`config.mk`:
```
export PLATFORM = sky130hd
export DESIGN_NAME = serial_addsub_unit
export DESIGN_NICKNAME = d
export VERILOG_FILES = /design/src/rtl/serial_addsub_pkg.sv /design/src/rtl/full_adder.sv /design/src/rtl/serial_addsub_unit.sv
export SDC_FILE = /design/constraint.sdc
export NUM_CORES = 1
export LEC_CHECK = 0
export BUFFER_PORTS_ARGS = -buffer_cell sky130_fd_sc_hd__buf_2
export CAP_MARGIN = 25
export CELL_PAD_IN_SITES_DETAIL_PLACEMENT = 1
export CELL_PAD_IN_SITES_GLOBAL_PLACEMENT = 1
export CORE_ASPECT_RATIO = 0.5
export CORE_MARGIN = 3
export CORE_UTILIZATION = 42
export CTS_CLUSTER_DIAMETER = 120
export DETAILED_ROUTE_END_ITERATION = 16
export PLACE_DENSITY = 0.84
export SETUP_SLACK_MARGIN = 0.2
export SLEW_MARGIN = 30
export SYNTH_ARGS = -nofsm -noshare
export SYNTH_HDL_FRONTEND = slang
export SYNTH_HIERARCHICAL = 1
export SYNTH_SLANG_ARGS = --single-unit
```
`constraint.sdc`:
```
create_clock -name clk -period 2.57 [get_ports clk]
set_input_delay 0.257 -clock clk [delete_from_list [all_inputs] [get_ports clk]]
set_output_delay 0.257 -clock clk [all_outputs]
set_load 0.01 [all_outputs]
```
`src/rtl/serial_addsub_pkg.sv`:
```
// +-------------------------------------------------------------------------+
// | serial_addsub_pkg: shared constants, state encoding and helpers         |
// | Rev 1.0                                                                 |
// +-------------------------------------------------------------------------+
`default_nettype none

package serial_addsub_pkg;

  localparam int WIDTH_MIN = 2;
  localparam int WIDTH_MAX = 32;

  typedef logic [1:0] state_t;
  localparam logic [1:0] ST_IDLE  = 2'd0;
  localparam logic [1:0] ST_SHIFT = 2'd1;
  localparam logic [1:0] ST_DONE  = 2'd2;

  // Bit-counter width; never below 1 so WIDTH=2 still gets a real counter.
  function automatic int cnt_width(input int width);
    return (width <= 2) ? 1 : $clog2(width);
  endfunction

endpackage

`default_nettype wire

```
`src/rtl/full_adder.sv`:
```
// +-------------------------------------------------------------------------+
// | full_adder: single-bit full adder cell                                  |
// | Rev 1.0                                                                 |
// +-------------------------------------------------------------------------+
`default_nettype none

module full_adder (
  input  logic x,
  input  logic y,
  input  logic Cin,
  output logic S,
  output logic Cout
);

  assign S    = x ^ y ^ Cin;
  assign Cout = (x & y) | (Cin & (x ^ y));

endmodule

`default_nettype wire

```
`src/rtl/serial_addsub_unit.sv`:
```
// +-------------------------------------------------------------------------+
// | serial_addsub_unit: WIDTH-bit bit-serial add/sub, LSB first, one bit    |
// | per clock. Optional macro SERIAL_ADDSUB_ACCUM_EN adds the acc input.    |
// | Rev 1.0                                                                 |
// +-------------------------------------------------------------------------+
`default_nettype none

module serial_addsub_unit
  import serial_addsub_pkg::*;
#(
  parameter int WIDTH = 8
) (
  input  logic             clk,
  input  logic             rstn,
  input  logic             start,
  input  logic             sub,
  input  logic [WIDTH-1:0] a,
  input  logic [WIDTH-1:0] b,
`ifdef SERIAL_ADDSUB_ACCUM_EN
  input  logic             acc,
`endif
  output logic             busy,
  output logic             done,
  output logic [WIDTH-1:0] result,
  output logic             cout,
  output logic             ovf
);

  localparam int CNT_W = cnt_width(WIDTH);

  generate
    if (WIDTH < WIDTH_MIN || WIDTH > WIDTH_MAX) begin : g_width_check
      $error("serial_addsub_unit: WIDTH out of range");
    end
  endgenerate

  state_t           state;
  logic [WIDTH-1:0] a_sr;
  logic [WIDTH-1:0] b_sr;
  logic [CNT_W-1:0] cnt;
  logic             carry;
  logic             fa_sum;
  logic             fa_cout;
  logic [WIDTH-1:0] load_a;

`ifdef SERIAL_ADDSUB_ACCUM_EN
  // In IDLE the A register still holds the previous result.
  assign load_a = acc ? a_sr : a;
`else
  assign load_a = a;
`endif

  full_adder u_fa (
    .x    (a_sr[0]),
    .y    (b_sr[0]),
    .Cin  (carry),
    .S    (fa_sum),
    .Cout (fa_cout)
  );

  always_ff @(posedge clk or negedge rstn) begin
    if (!rstn) begin
      state <= ST_IDLE;
      a_sr  <= '0;
      b_sr  <= '0;
      cnt   <= '0;
      carry <= 1'b0;
      cout  <= 1'b0;
      ovf   <= 1'b0;
    end else begin
      case (state)
        ST_IDLE: begin
          if (start) begin
            a_sr  <= load_a;
            b_sr  <= sub ? ~b : b;
            carry <= sub;
            cnt   <= CNT_W'(WIDTH - 1);
            state <= ST_SHIFT;
          end
        end
        ST_SHIFT: begin
          a_sr  <= {fa_sum, a_sr[WIDTH-1:1]};
          b_sr  <= b_sr >> 1;
          carry <= fa_cout;
          cnt   <= cnt - 1'b1;
          // On the MSB step, carry still holds the carry into the MSB.
          if (cnt == '0) begin
            cout  <= fa_cout;
            ovf   <= carry ^ fa_cout;
            state <= ST_DONE;
          end
        end
        ST_DONE: state <= ST_IDLE;
        default: state <= ST_IDLE;
      endcase
    end
  end

  assign busy   = (state != ST_IDLE);
  assign done   = (state == ST_DONE);
  assign result = a_sr;

endmodule

`default_nettype wire

```
==> impl_metrics.yaml <==
detailed_routing:
  drc: 0
  ant_nets: 0
  firstDrtPassIters: 2
  wl_per_cell_um: 15.98
  drt_iter0_drc: 60
  routed_wl_mm: 3.037
  routed_via_density: 5.579
  routed-via-count: 1060
placed_design:
  place_inst: 185
  numPortBuffers: 31
  gp_congestion: 0.7290
  place_ws_ns: 0.9113
  hpwl_mm: 2.136
global_routing:
  track_usage_pct: 17.57
  grt_pass1_vias: 1094
  grt_pass1_wl_mm: 5.223
  antenna_found_initial: 0
  overflow: 0
  grt_max_degree: 25
sta:
  period_share_pct: 65.92
  rsz0062_at_grt: "no"
  finalMaxSlewViolations: 0
  finalSetupViolations: 0
  finalHoldViolCount: 0
  min_period_ns: 1.694
  setup_tns_ns: 0
  max_slew_margin_pct: 51.84
  fin_ws_ns: 0.8760
  fin_hold_ws_ns: 0.2715
  skew_ns: 0.007047
  max_freq_mhz: 590.3
  tightest_slew_ns: 0.7210
critical_path:
  path_class: "reg -> out"
  cp-end-kind: "primary output"
  critPathMaxStageDelay_ns: 0.51
  required_ns: 2.31
  reg2reg_from: "state[0]$_DFFE_PN0P_"
  worst-path-max-fanout: 14
  worstReg2RegEnd: "b_sr[6]$_DFFE_PN0P_"
  cp-start-kind: "flop"
  rr_worst_depth: 2
  cp_top_family: "flip-flops"
  cp_cell_sequence: "buf_4 -> or2_2 -> buf_2"
  rrSetupSlack_ns: 0.88
  arrival_ns: 1.44
  crit_buf_inv: 2
  cp_slowest_cell: "dfrtp_1"
clocking:
  htree_levels: 1
  clkLatencyLatePin_ns: 0.27
  cts_setup_buffers: 0
  cts.repair.resized: 0
  hold_buffers: 1
  ctsLongestPathBuffers: 2
  cts_root_buf: "clkbuf_8"
  cts_tree: "built"
  clkTransAtPathRegs_ns: 0.09
  clock_sinks: 24
  cts_buffers: 3
layout:
  syn_to_final_growth_pct: 19.37
  drive_above_1_share_pct: 25.49
  nets: 177
  fin_util_pct: 54.82
  n_antenna_cell: 0
  fin_cells: 190
  final_common_cell: "buf_2"
  layout_common_cells: "buf_2, dfrtp_1"
yosys:
  syn-num-nets: 147
  synthCells: 124
  synth_seq_cells: 24
  synth_cell_types: 25
  yosysSeqAreaShare_pct: 48.44
  synth.avg_cell_area_um2: 10.00
  synth_warnings: 6
  syn_area_mm2: 0.001240
flow_run:
  cap_violations: 0
min_path:
  holdCritPathClass: "in -> reg"
  min_to: "result[0]$_DFFE_PN0P_"
  hp-start: "a[0]"
  hold_depth: 3
floorplanning:
  coreArea_mm2: 0.002700
  chipHeight_um: 44.42
  core.rowCount: 13
  fp.dieW_um: 82.84
  die_area_mm2: 0.003680
  start_util_pct: 45.92
  io_pins: 32
power:
  p_leak_nw: 0.6791
  power.density_mw_per_mm2: 1105
  max-vdd-ir-drop_mv: 0.4670
run_status:
  outcome: "completed"
layout make-up:
type	instances	area [µm²]
Clock buffer	4	55.05
Fill cell	327	1220
Inverter	3	11.26
Multi-Input combinational cell	88	586.8
Sequential cell	24	600.6
Tap cell	37	46.29
Timing Repair Buffer	34	180.2
flip-flops by register name (all words and copies together), names as in the netlist:
name,count
cout,1
ovf,1
state,2
b_sr,8
carry,1
cnt,3
result,8
worst max path at each step:
stage | startpoint | endpoint | slack, ns | cells after the start
2_1_floorplan | cnt[0]$_DFFE_PN0P_ | cout$_DFFE_PN0P_ | 1.28 | 4
3_3_place_gp | state[0]$_DFFE_PN0P_ | cnt[1]$_DFFE_PN0P_ | 0.95 | 3
3_5_place_dp | state[0]$_DFFE_PN0P_ | result[1]$_DFFE_PN0P_ | 0.91 | 4
4_1_cts | state[0]$_DFFE_PN0P_ | b_sr[6]$_DFFE_PN0P_ | 0.87 | 2
5_1_grt | state[0]$_DFFE_PN0P_ | result[1]$_DFFE_PN0P_ | 0.67 | 4
6_report | state[1]$_DFFE_PN0P_ | busy | 0.88 | 3
cell usage after synthesis, drive strengths merged:
cell type	number	area (µm²)
dfrtp	24	600.6
ha	2	25.02
or2	1	6.260
buf	6	30.03
nor2	3	11.26
inv	3	11.26
mux2	1	11.26
a31oi	1	6.260
nand2	12	45.04
a21oi	10	50.05
o221ai	5	43.79
clkbuf	3	11.26
and4bb	1	12.51
o211ai	1	7.510
fa	1	20.02
xor2	1	8.760
a221o	1	10.01
or3b	1	8.760
nor2b	12	75.07
nand3b	1	7.510
mux2i	1	10.01
o21ai	12	60.06
xnor2	8	70.07
o21bai	1	7.510
a22oi	12	90.09
layer usage:
metal | GRT usage (%) | share of wire, % | vias up
li1 | - | - | 497
met1 | 22.05 | 44 | 540
met2 | 32.80 | 51 | 21
met3 | 4.089 | 4.1 | 2
met4 | 1.954 | 0.30 | 0
met5 | 0 | 0 | -
tightest hold or removal path: stages:
cell	delay, ns
buf_2	0.08
a21oi_1	0.05
o21ai_0	0.12
where the power goes:
group          internal [W]  switching [W]
logic              0.000320       0.000353
registers          0.000540       0.000166
clock network      0.000137       0.000119
total              0.000997       0.000638
logic make-up (layout without fill, tap and decap cells):
group,after synthesis,in the layout,synth area share [%]
flip-flops,24,24,48.44
buffers and inverters,12,41,4.238
AO/OA/AOI/OAI,43,43,22.20
adder cells (fa/ha/maj),3,3,3.632
AND/OR/NAND/NOR,31,31,13.42
XOR/XNOR,9,9,6.358
multiplexers,2,2,1.715
stage by stage:
| step | power, W | cell area (µm²) |
|---|---|---|
| after global placement | 0.001350 | 1415 |
| after CTS | 0.001653 | 1480 |
| after floorplan | 0.001153 | 1240 |
| after global routing | 0.001788 | 1480 |
| final | 0.001635 | 1480 |
| after detailed placement | 0.001395 | 1415 |
No activity file was read; power rests on OpenSTA's default activity.
